[config.mk]
export PLATFORM = sky130hd
export DESIGN_NAME = wqe_segmenter_flat
export DESIGN_NICKNAME = d
export VERILOG_FILES = /design/src/rtl/wqe_segmenter_if.sv /design/src/rtl/wqe_segmenter.sv /design/src/flat_wrapper.sv
export SDC_FILE = /design/constraint.sdc
export NUM_CORES = 1
export LEC_CHECK = 0
export CAP_MARGIN = 0
export CORE_AREA = 3 3 273 275
export CTS_CLUSTER_SIZE = 40
export DETAILED_ROUTE_END_ITERATION = 16
export DIE_AREA = 0 0 276 278
export PLACE_DENSITY_LB_ADDON = 0.15
export SLEW_MARGIN = 15
export SYNTH_ARGS = -nofsm -noshare
export SYNTH_HDL_FRONTEND = slang
export SYNTH_SLANG_ARGS = --single-unit
export TNS_END_PERCENT = 20
[constraint.sdc]
create_clock -name clk -period 2.35 [get_ports clk]
set_input_delay 0.3525 -clock clk [delete_from_list [all_inputs] [get_ports clk]]
set_output_delay 0.3525 -clock clk [all_outputs]
set_load 0.1 [all_outputs]
[src/rtl/wqe_segmenter_if.sv]
// Bus bundle between the WQE cache, the segmenter and the packet builder.
// The master modport is the segmenter's view; slave is the surrounding logic.
interface wqe_segmenter_if #(
  parameter int WQE_WIDTH    = 512,
  parameter int QP_PTR_WIDTH = 4,
  parameter int LEN_WIDTH    = 32
);
  logic                    i_wqe_cache_empty;
  logic                    o_wqe_cache_rd;
  logic                    i_wqe_val;
  logic [WQE_WIDTH-1:0]    i_wqe;
  logic                    o_pkt_val;
  logic                    i_pkt_rdy;
  logic [QP_PTR_WIDTH-1:0] o_pkt_qpn;
  logic [63:0]             o_pkt_wrid;
  logic [7:0]              o_pkt_opcode;
  logic [63:0]             o_pkt_addr;
  logic [LEN_WIDTH-1:0]    o_pkt_len;
  logic                    o_pkt_first;
  logic                    o_pkt_last;

  modport master (
    input  i_wqe_cache_empty, i_wqe_val, i_wqe, i_pkt_rdy,
    output o_wqe_cache_rd, o_pkt_val, o_pkt_qpn, o_pkt_wrid, o_pkt_opcode,
           o_pkt_addr, o_pkt_len, o_pkt_first, o_pkt_last
  );

  modport slave (
    output i_wqe_cache_empty, i_wqe_val, i_wqe, i_pkt_rdy,
    input  o_wqe_cache_rd, o_pkt_val, o_pkt_qpn, o_pkt_wrid, o_pkt_opcode,
           o_pkt_addr, o_pkt_len, o_pkt_first, o_pkt_last
  );
endinterface

[src/rtl/wqe_segmenter.sv]
// Pops WQEs from the TX WQE cache (1-cycle read latency) and splits each
// payload into MTU-sized packet descriptors on a valid/ready handshake.
module wqe_segmenter #(
  parameter int WQE_WIDTH    = 512,
  parameter int QP_PTR_WIDTH = 4,
  parameter int LEN_WIDTH    = 32,
  parameter int MTU_LOG2     = 12
) (
  input  logic             clk,
  input  logic             rst,
  wqe_segmenter_if.master  io_bus,
  output logic             o_busy,
  output logic             o_protocol_err
);

  typedef enum logic [1:0] {S_IDLE, S_WAIT, S_SEG} state_t;

  localparam logic [LEN_WIDTH-1:0] MTU = LEN_WIDTH'(1) << MTU_LOG2;

  state_t                  r_state, w_nxt;
  logic [LEN_WIDTH-1:0]    r_rem;
  logic [63:0]             r_addr;
  logic [63:0]             r_wrid;
  logic [7:0]              r_opcode;
  logic [QP_PTR_WIDTH-1:0] r_qpn;
  logic                    r_first;
  logic                    r_perr;

  logic w_seg, w_last, w_hs, w_rd, w_load;

  assign w_seg  = (r_state == S_SEG);
  assign w_last = (r_rem <= MTU);
  assign w_hs   = w_seg & io_bus.i_pkt_rdy;

  always_comb begin
    w_nxt  = r_state;
    w_rd   = 1'b0;
    w_load = 1'b0;
    case (r_state)
      S_IDLE: if (!io_bus.i_wqe_cache_empty) begin
        w_rd  = 1'b1;
        w_nxt = S_WAIT;
      end
      S_WAIT: if (io_bus.i_wqe_val) begin
        w_load = 1'b1;
        w_nxt  = S_SEG;
      end
      S_SEG: if (w_hs && w_last) begin
        // chain straight into the next pop so back-to-back WQEs lose no cycle
        if (!io_bus.i_wqe_cache_empty) begin
          w_rd  = 1'b1;
          w_nxt = S_WAIT;
        end else begin
          w_nxt = S_IDLE;
        end
      end
      default: w_nxt = S_IDLE;
    endcase
  end

  always_ff @(posedge clk) begin
    if (rst) begin
      r_state  <= S_IDLE;
      r_rem    <= '0;
      r_addr   <= '0;
      r_wrid   <= '0;
      r_opcode <= '0;
      r_qpn    <= '0;
      r_first  <= 1'b0;
      r_perr   <= 1'b0;
    end else begin
      r_state <= w_nxt;
      r_perr  <= io_bus.i_wqe_val & (r_state != S_WAIT);
      if (w_load) begin
        r_rem    <= io_bus.i_wqe[72 +: LEN_WIDTH];
        r_addr   <= io_bus.i_wqe[191:128];
        r_wrid   <= io_bus.i_wqe[63:0];
        r_opcode <= io_bus.i_wqe[71:64];
        r_qpn    <= io_bus.i_wqe[328 +: QP_PTR_WIDTH];
        r_first  <= 1'b1;
      end else if (w_hs && !w_last) begin
        r_rem   <= r_rem - MTU;
        r_addr  <= r_addr + 64'(MTU);
        r_first <= 1'b0;
      end
    end
  end

  // a pop during reset would lose a cache entry, so gate it
  assign io_bus.o_wqe_cache_rd = w_rd & ~rst;
  assign io_bus.o_pkt_val      = w_seg;
  assign io_bus.o_pkt_qpn      = r_qpn;
  assign io_bus.o_pkt_wrid     = r_wrid;
  assign io_bus.o_pkt_opcode   = r_opcode;
  assign io_bus.o_pkt_addr     = r_addr;
  assign io_bus.o_pkt_len      = w_seg ? (w_last ? r_rem : MTU) : '0;
  assign io_bus.o_pkt_first    = w_seg & r_first;
  assign io_bus.o_pkt_last     = w_seg & w_last;
  assign o_busy                = (r_state != S_IDLE);
  assign o_protocol_err        = r_perr;

endmodule

[src/flat_wrapper.sv]
// flat-port wrapper written by rule: the top's interface ports become plain ports
module wqe_segmenter_flat 
#(
  parameter int WQE_WIDTH    = 512,
  parameter int QP_PTR_WIDTH = 4,
  parameter int LEN_WIDTH    = 32,
  parameter int MTU_LOG2     = 12
)
  (clk, rst, o_busy, o_protocol_err, io_bus_i_wqe_cache_empty, io_bus_i_wqe_val, io_bus_i_wqe, io_bus_i_pkt_rdy, io_bus_o_wqe_cache_rd, io_bus_o_pkt_val, io_bus_o_pkt_qpn, io_bus_o_pkt_wrid, io_bus_o_pkt_opcode, io_bus_o_pkt_addr, io_bus_o_pkt_len, io_bus_o_pkt_first, io_bus_o_pkt_last);
  wqe_segmenter_if #(.WQE_WIDTH(WQE_WIDTH), .QP_PTR_WIDTH(QP_PTR_WIDTH), .LEN_WIDTH(LEN_WIDTH)) io_bus_i ();
  input  logic clk;
  input  logic rst;
  output logic o_busy;
  output logic o_protocol_err;
  input wire logic [$bits(io_bus_i.i_wqe_cache_empty)-1:0] io_bus_i_wqe_cache_empty;
  input wire logic [$bits(io_bus_i.i_wqe_val)-1:0] io_bus_i_wqe_val;
  input wire logic [$bits(io_bus_i.i_wqe)-1:0] io_bus_i_wqe;
  input wire logic [$bits(io_bus_i.i_pkt_rdy)-1:0] io_bus_i_pkt_rdy;
  output wire logic [$bits(io_bus_i.o_wqe_cache_rd)-1:0] io_bus_o_wqe_cache_rd;
  output wire logic [$bits(io_bus_i.o_pkt_val)-1:0] io_bus_o_pkt_val;
  output wire logic [$bits(io_bus_i.o_pkt_qpn)-1:0] io_bus_o_pkt_qpn;
  output wire logic [$bits(io_bus_i.o_pkt_wrid)-1:0] io_bus_o_pkt_wrid;
  output wire logic [$bits(io_bus_i.o_pkt_opcode)-1:0] io_bus_o_pkt_opcode;
  output wire logic [$bits(io_bus_i.o_pkt_addr)-1:0] io_bus_o_pkt_addr;
  output wire logic [$bits(io_bus_i.o_pkt_len)-1:0] io_bus_o_pkt_len;
  output wire logic [$bits(io_bus_i.o_pkt_first)-1:0] io_bus_o_pkt_first;
  output wire logic [$bits(io_bus_i.o_pkt_last)-1:0] io_bus_o_pkt_last;
  assign io_bus_i.i_wqe_cache_empty = io_bus_i_wqe_cache_empty;
  assign io_bus_i.i_wqe_val = io_bus_i_wqe_val;
  assign io_bus_i.i_wqe = io_bus_i_wqe;
  assign io_bus_i.i_pkt_rdy = io_bus_i_pkt_rdy;
  assign io_bus_o_wqe_cache_rd = io_bus_i.o_wqe_cache_rd;
  assign io_bus_o_pkt_val = io_bus_i.o_pkt_val;
  assign io_bus_o_pkt_qpn = io_bus_i.o_pkt_qpn;
  assign io_bus_o_pkt_wrid = io_bus_i.o_pkt_wrid;
  assign io_bus_o_pkt_opcode = io_bus_i.o_pkt_opcode;
  assign io_bus_o_pkt_addr = io_bus_i.o_pkt_addr;
  assign io_bus_o_pkt_len = io_bus_i.o_pkt_len;
  assign io_bus_o_pkt_first = io_bus_i.o_pkt_first;
  assign io_bus_o_pkt_last = io_bus_i.o_pkt_last;
  wqe_segmenter #(.WQE_WIDTH(WQE_WIDTH), .QP_PTR_WIDTH(QP_PTR_WIDTH), .LEN_WIDTH(LEN_WIDTH), .MTU_LOG2(MTU_LOG2)) u_core (.clk(clk), .rst(rst), .io_bus(io_bus_i), .o_busy(o_busy), .o_protocol_err(o_protocol_err));
endmodule
# Yosys cells after proc, flatten, opt, wreduce, memory -nomap -nowiden
# Cells that the tools add are included.
word_totals:
  register_bits: 176
classes:
  n_mux: 18
  bitwise: 6
  n_eq_ne: 6
  reduce_logical: 7
  addsub: 2
  magnitude_cmp: 1
op_table:
  columns: ["cell", "n"]
  rows:
  - ["2-to-1 mux 32 bit", 4]
  - ["2-to-1 mux 64 bit", 2]
  - ["adder 64 x 13 -> 64 bit (second input constant)", 1]
  - ["less-or-equal comparator 32 x 13 -> 1 bit (second input constant)", 1]
  - ["subtractor 32 x 13 -> 32 bit (second input constant)", 1]
  - ["2-to-1 mux 1 bit", 7]
  - ["2-to-1 mux 2 bit", 3]
  - ["!= test 2 bit (second input constant)", 3]
  - ["one-hot mux 2 bit (3 select lines)", 1]
  - ["bitwise AND 1 bit", 5]
  - ["nonzero test 2 bit", 2]
  - ["AND reduction 3 bit", 1]
  - ["== test 2 x 1 -> 1 bit (second input constant)", 1]
  - ["== test 2 bit (second input constant)", 1]
  - ["logical AND 1 bit", 2]
  - ["zero test 2 bit", 1]
  - ["!= test 2 x 1 -> 1 bit (second input constant)", 1]
  - ["one-hot mux 1 bit (2 select lines)", 1]
  - ["zero test 1 bit", 1]
  - ["NOT 1 bit", 1]

# Logic depth before layout (Yosys ltp)
# Gate-level depths: netlist (run 1).
logic_depth:
  depth_word: 6
  ltp_mapped: 10
  ltp_nobuf: 8

# Worst setup path after synthesis (run 1)
# OpenSTA, ideal clock, no wires.
synth_path:
  path_type: "reg-to-output"
  start: "reg u_core.r_state[1]"
  end: "out io_bus_o_pkt_len[12]"
  slack_ns: -2.082
  required_ns: 1.997
  t_arrival_ns: 4.080
  n_path_buf: 2
  path_stages_with_launch: 5
  path_cell_list: "dfxtp_1 -> nor2b_1 -> clkbuf_1 -> clkbuf_1 -> a21boi_0"
synth_between:
  elab_chain_len: 2
synth_lines:
  columns: ["element", "line_no", "text"]
  rows:
  - ["start: declaration", "wqe_segmenter.sv:20", "state_t r_state, w_nxt;"]
  - ["start signal: assignment", "wqe_segmenter.sv:72", "r_state <= w_nxt;"]
  - ["== test 2 bit", "wqe_segmenter.sv:31", "assign w_seg = (r_state == S_SEG);"]
  - ["via io_bus_o_pkt_val", "flat_wrapper.sv:20", "output wire logic [$bits(io_bus_i.o_pkt_val)-1:0] io_bus_o_pkt_val;"]
  - ["2-to-1 mux 32 bit", "wqe_segmenter.sv:96", "assign io_bus.o_pkt_len = w_seg ? (w_last ? r_rem : MTU) : '0;"]
  - ["end: declaration", "flat_wrapper.sv:25", "output wire logic [$bits(io_bus_i.o_pkt_len)-1:0] io_bus_o_pkt_len;"]
# The timed path passes the listed nets, and every way through them passes these cells.

# Worst setup path in the final report (run 1)
layout_path:
  start: "reg u_core.r_rem[30]"
  end: "out io_bus_o_wqe_cache_rd"
layout_between:
  elab_chain_len: 5
layout_lines:
  columns: ["element", "line_no", "text"]
  rows:
  - ["start: declaration", "wqe_segmenter.sv:21", "logic [LEN_WIDTH-1:0] r_rem;"]
  - ["start signal: assignment", "wqe_segmenter.sv:75", "r_rem <= io_bus.i_wqe[72 +: LEN_WIDTH];"]
  - ["start signal: assignment", "wqe_segmenter.sv:82", "r_rem <= r_rem - MTU;"]
  - ["less-or-equal comparator 32 x 13 -> 1 bit", "wqe_segmenter.sv:32", "assign w_last = (r_rem <= MTU);"]
  - ["logical AND 1 bit", "wqe_segmenter.sv:48", "S_SEG: if (w_hs && w_last) begin"]
  - ["2-to-1 mux 1 bit", "wqe_segmenter.sv:48", null]
  - ["one-hot mux 1 bit (2 select lines)", "wqe_segmenter.sv:39", "case (r_state)"]
  - ["bitwise AND 1 bit", "wqe_segmenter.sv:90", "assign io_bus.o_wqe_cache_rd = w_rd & ~rst;"]
  - ["end: declaration", "flat_wrapper.sv:19", "output wire logic [$bits(io_bus_i.o_wqe_cache_rd)-1:0] io_bus_o_wqe_cache_rd;"]
# Every way passes these cells.

==> impl_metrics.ini, run 1 <==
[floorplanning]
ios = 695
initial_utilization = 0.112
die_x_microns = 276
dieHeight_microns = 278
rows = 99
dieArea_sq_mm = 0.0767
design.core.area_sq_mm = 0.0726

[synth]
avgSynthCellArea_sq_um = 7.84
ys_seq_area_frac = 0.434
synth_edf_count = 0
ys_warn_count = 0
ys_top_cells_by_area = dfxtp_1 (43%), nand2_1 (11%), a21oi_1 (10%)
synth_area_sq_mm = 0.00811
netlist.top_cell.by_area = dfxtp_1
synth_cells = 1035
synthArstFlopShare = 0
synth_flop_cell = dfxtp_1
netlist.area_leader.share = 0.434
ys_ff_latch = 176
ys_types = 58

[clock_tree]
root_buffer = clkbuf_16
worstSkewPairLatency_ns = 0.50
clk_pin_slew_ns = 0.07
holdBufCountCts = 0
h-tree-depth = 4
cts_buffers = 17
cts.sinks = 176
cts_max_path_buffers = 2
cts_tree = built

[placement]
io_buffer_count = 336
dp_hpwl_microns = 31500
post-place-ws_ns = -0.369
place.gp.congestion = 0.758
dp.cells = 2403

[grt]
grt_first_pass_wirelength_microns = 60800
grtUsageTotal = 0.105
grtUsageMet3 = 0.0498
gr-total-overflow = 0
antenna_found_initial = 5
grtUsageMet1 = 0.134
grt_use_met2 = 0.159
grt_max_degree = 97
grt.busiest_layer = met2
grt_pass1_vias = 9169

[hold_path]
min_delay_worst_endpoint = u_core.r_rem[31]$_SDFFE_PP0P_
hold_start = rst
hp-class = in2reg
holdPathStages = 2

[critical_path]
rrSetupSlack_ns = -0.39
critPathKind = reg2out
crit_family = simple AND/OR/NAND/NOR gates
crit_arrival_ns = 2.87
max_stage_delay_ns = 0.60
cp_cell_sequence = or4_1 -> or4_4 -> a21oi_4 -> and2_4 -> nand2_4 -> a2111oi_4 -> buf_12
startpoint_type = register
slowest_stage = or4_4
cp-end-kind = output port
reg2reg_from = u_core.r_rem[30]$_SDFFE_PP0P_
cp_data_required_time_ns = 2.00
crit_buf_inv = 1
crit_fanout = 3
rr_endpoint = u_core.io_bus.o_pkt_addr[30]$_SDFFE_PP0P_
ff2ff_path_depth = 12

[job]
cap_viol_max_count = 0

[timing]
timing.hold.ws_ns = 0.205
drv_slew = 0
finalSetupViolCount = 52
rsz0062_at_grt = true
hold_viol_final = 0
tns_ns = -15.73
fin_skew_ns = 0.0208
period_share = 1.37
max_freq_mhz = 310
finalWorstSetupSlack_ns = -0.874
worst_pin_slew_ns = 0.796
period_minus_slack_ns = 3.22
max_slew_margin = 0.469

[drt]
drcViolationCount = 0
first_pass_iters = 5
drt-vias-per-instance = 3.65
drt_iter0_drc = 438
route.vias.total = 8918
antenna_left = 0
wl_per_cell_microns = 16.8
wl_microns = 41000

[power]
p_int_uw = 5850
switching_share = 0.377
p_clk_frac = 0.345
p_leak_uw = 0.00520
power.density_mw_per_mm2 = 662
ir_worst_vdd_uv = 489
seq_power_share = 0.348
combPwrFrac = 0.306
p_sw_uw = 3540

[cells_and_area]
area_growth_pct = 75.0
layout-drive-gt1-share = 0.264
fill_cells = 8243
layout.nets = 1989
utilization = 0.196
layout_commonest_cell = buf_4
final_cells = 2445
final_cell_mix = buf_4 (282), nand2_1 (234), clkdlybuf4s50_1 (175), dfxtp_1 (175), a21oi_1 (170)

[outcome]
violations = negative setup slack
status = finished with violations
==> area by class of cell <==
cell class | count | area (sq um) | area share
Tap cell | 959 | 1200 | 0.0845
Multi-Input combinational cell | 768 | 4280 | 0.301
Inverter | 17 | 63.8 | 0.00450
Antenna cell | 4 | 10.0 | 0.000705
Sequential cell | 176 | 3520 | 0.248
Clock inverter | 14 | 194 | 0.0137
Clock buffer | 18 | 439 | 0.0309
Timing Repair Buffer | 489 | 4480 | 0.316
==> cells by family after synthesis <==
logic type | count (synthesis) | share of synthesized area
mux | 3 | 0.00370
fa+ha+maj | 3 | 0.00463
compound gates | 312 | 0.226
xor+xnor | 49 | 0.0529
buf+inv | 108 | 0.0605
simple gates | 383 | 0.217
other cells | 1 | 0.000462
flops | 176 | 0.434
==> synth_stat cells (2+ instances only) <==
master	number
inv_1	17
a211oi_1	23
or3_2	2
dfxtp_1	176
and2_1	5
a41oi_1	2
nand2b_1	2
or3_1	4
nor3_1	13
nand3_1	25
and2_4	2
buf_1	6
nand4_1	17
or2_2	4
clkbuf_1	60
or4_1	2
a31o_2	3
o311ai_0	2
a21oi_1	170
a221oi_1	2
o211ai_1	2
nor3b_1	2
ha_1	3
a311oi_1	3
o21ai_0	67
nor2_1	30
xor2_1	3
mux2i_1	3
a22oi_1	3
buf_4	19
o31ai_1	2
nand2_1	234
and3_1	19
buf_2	5
nor4_1	10
a2111oi_0	22
xnor2_1	46
o211a_1	2
or4_4	4
==> per-layer routing <==
layer | routed length [microns] | vias to the layer above | share of wire
li1 | - | 4464 | -
met1 | 18800 | 4142 | 0.46
met2 | 17800 | 280 | 0.43
met3 | 3850 | 30 | 0.094
met4 | 580 | 2 | 0.014
met5 | 12 | - | 0.00029
==> state kept, by name, summed over array words and instances, names as in the netlist <==
name and cells:
u_core.io_bus.o_pkt_addr 64, u_core.io_bus.o_pkt_opcode 8, u_core.io_bus.o_pkt_qpn 4, u_core.io_bus.o_pkt_wrid 64
u_core.o_protocol_err 1, u_core.r_first 1, u_core.r_rem 32, u_core.r_state 2
==> metrics by stage <==
step | cell area [sq um] | total power, uW
6_report | 14200 | 9390
3_3_place_gp | 13400 | 6140
2_1_floorplan | 8230 | 5070
4_1_cts | 14100 | 9560
5_1_grt | 14200 | 9870
3_5_place_dp | 13400 | 6140
==> worst max-delay path by stage <==
stage                                  start               endpoint  slack, ns  cells past startpoint
5_1_grt        u_core.r_rem[30]$_SDFFE_PP0P_  io_bus_o_wqe_cache_rd      -0.98                      7
6_report       u_core.r_rem[30]$_SDFFE_PP0P_  io_bus_o_wqe_cache_rd      -0.87                      7
4_1_cts        u_core.r_rem[30]$_SDFFE_PP0P_  io_bus_o_wqe_cache_rd      -0.96                      7
3_5_place_dp   u_core.r_rem[26]$_SDFFE_PP0P_  io_bus_o_wqe_cache_rd      -0.37                      7
2_1_floorplan  u_core.r_rem[30]$_SDFFE_PP0P_  io_bus_o_wqe_cache_rd      -1.22                      6
3_3_place_gp   u_core.r_rem[26]$_SDFFE_PP0P_  io_bus_o_wqe_cache_rd      -0.38                      7
==> timing repair <==
action | CTS | global route
gates cloned | 0 | 1
endpoints found under the setup margin | 62 | 76
pin swaps | 4 | 4
buffers inserted | 2 | 3
gates resized for setup | 11 | 17
==> power groups by stage <==
stage                     clock, uW  sequential, uW  combinational, uW
after CTS                      3440            3270               2850
after global placement            0            3340               2800
after floorplan                   0            4270                802
after detailed placement          0            3340               2800
final                          3250            3270               2880
after global routing           3520            3300               3060
(Power assumes the default switching activity.)
==> inputs of run 2 (changes only) <==
GPL_TIMING_DRIVEN = 0   (was not set)
==> impl_metrics.ini, run 2 (synthesis gave the netlist of run 1 again) <==
[power]
power.density_mw_per_mm2 = 634
ir_worst_vdd_uv = 584
p_leak_uw = 0.00542

[clock_tree]
cts_tree = built
worstSkewPairLatency_ns = 0.49
h-tree-depth = 4
cts_buffers = 17
holdBufCountCts = 0
root_buffer = clkbuf_16
cts.sinks = 176
clk_pin_slew_ns = 0.07
cts_max_path_buffers = 2

[drt]
drt_iter0_drc = 451
antenna_left = 0
first_pass_iters = 4
drcViolationCount = 0
wl_per_cell_microns = 19.6
route.vias.total = 9147
drt-vias-per-instance = 3.78
wl_microns = 47500

[floorplanning]
rows = 99
dieHeight_microns = 278
ios = 695
initial_utilization = 0.112
die_x_microns = 276
design.core.area_sq_mm = 0.0726
dieArea_sq_mm = 0.0767

[outcome]
status = finished with violations
violations = negative setup slack

[timing]
finalWorstSetupSlack_ns = -0.995
worst_pin_slew_ns = 1.09
drv_slew = 0
hold_viol_final = 0
period_share = 1.42
rsz0062_at_grt = true
timing.hold.ws_ns = 0.411
period_minus_slack_ns = 3.34
max_slew_margin = 0.276
fin_skew_ns = 0.0122
max_freq_mhz = 299
finalSetupViolCount = 85

[cells_and_area]
utilization = 0.200
seq_area_sq_mm = 0.00354
multi_input_area_sq_mm = 0.00463
final_cell_mix = nand2_1 (231), clkdlybuf4s50_1 (176), dfxtp_1 (166), a21oi_1 (164), dlygate4sd2_1 (136)
layout-drive-gt1-share = 0.166
area_growth_pct = 78.9
layout.nets = 1970
fill_cells = 8169
design_area_sq_mm = 0.0145
layout_commonest_cell = nand2_1

[job]
cap_viol_max_count = 0

[critical_path]
crit_arrival_ns = 2.99
max_stage_delay_ns = 0.56
cp-end-kind = output port
startpoint_type = register
cp_cell_sequence = or4_4 -> or4_4 -> a21oi_4 -> buf_4 -> buf_6 -> buf_6 -> clkbuf_16 -> and3_4 -> buf_12
critPathKind = reg2out
slowest_stage = or4_4
cp_data_required_time_ns = 2.00
crit_fanout = 5

[grt]
gr-total-overflow = 0
antenna_found_initial = 8
grt_max_degree = 17
grt.busiest_layer = met2
grt_pass1_vias = 9454
grtUsageMet1 = 0.159
grt_use_met2 = 0.182
grtUsageMet3 = 0.0524
grt_first_pass_wirelength_microns = 67800
grtUsageTotal = 0.122

[hold_path]
hp-class = in2reg

[placement]
io_buffer_count = 336
place_area_sq_mm = 0.0128
post-place-ws_ns = -1.77
place.gp.congestion = 0.752
dp_hpwl_microns = 36200
run 2: cell types whose count changed in the layout (fill, tap and decap cells not counted), moves of 6 or more:
cell and delta:
a2111oi_0 -13, a2111oi_2 +14, a21oi_1 -6, buf_4 -241, buf_6 +11, clkbuf_1 +37, clkbuf_16 +6, clkbuf_2 +14
dfxtp_1 -9, dfxtp_2 +7, dlygate4sd2_1 +136
run 2: stage by stage:
stage / std cells / setup TNS [ns] / power, uW
after global routing: 2419 / -38.80 / 9650
after global placement: 2347 / -214.13 / 6040
after detailed placement: 2348 / -169.64 / 6050
final: 2422 / -28.92 / 9190
after floorplan: 1052 / -20.22 / 5070
after CTS: 2409 / -23.20 / 9340
run 2: area by class of cell:
type / count / area share
clock buffer: 21 / 0.0324
sequential: 176 / 0.244
buffer: 89 / 0.0432
tap: 959 / 0.0827
timing repair buffer: 379 / 0.267
inverter: 17 / 0.00440
multi-input combinational: 770 / 0.319
antenna: 3 / 0.000517
clock inverter: 8 / 0.00724
run 2: path summary, 6_finish.rpt:
| path | cells after the start | from | endpoint | slack (ns) |
|---|---|---|---|---|
| worst max register to register | 10 | u_core.r_rem[26]$_SDFFE_PP0P_ | u_core.io_bus.o_pkt_addr[60]$_SDFFE_PP0P_ | -0.35 |
| worst max-delay path | 9 | u_core.r_rem[26]$_SDFFE_PP0P_ | io_bus_o_pkt_len[9] | -0.99 |
| worst min-delay path | 3 | io_bus_i_wqe[30] | u_core.io_bus.o_pkt_wrid[30]$_SDFFE_PP0P_ | 0.41 |
| worst min register to register | 2 | u_core.io_bus.o_pkt_wrid[47]$_SDFFE_PP0P_ | u_core.io_bus.o_pkt_wrid[47]$_SDFFE_PP0P_ | 0.45 |
run 2: power breakdown:
group | switching (uW) | internal, uW
logic | 1940 | 884
clock network | 1380 | 1640
registers | 191 | 3160
total | 3510 | 5680
run 2: critical path: cells and delay by family, from the launching register on:
family / cells / cell delay [ns]
simple gates: 3 / 1.30
flops: 1 / 0.34
compound gates: 1 / 0.21
buf+inv: 5 / 0.65
run 2: per-layer routing:
metal	wire length, microns	up-vias
met2	20300	329
li1	-	4447
met4	920	2
met5	7	-
met1	22100	4327
met3	4170	42
run 2: repair_timing:
action | in CTS | in global routing
endpoints found under the setup margin | 334 | 181
cloned | 5 | 3
setup buffers | 28 | 8
resized for setup | 466 | 38
pin swaps | 17 | 20
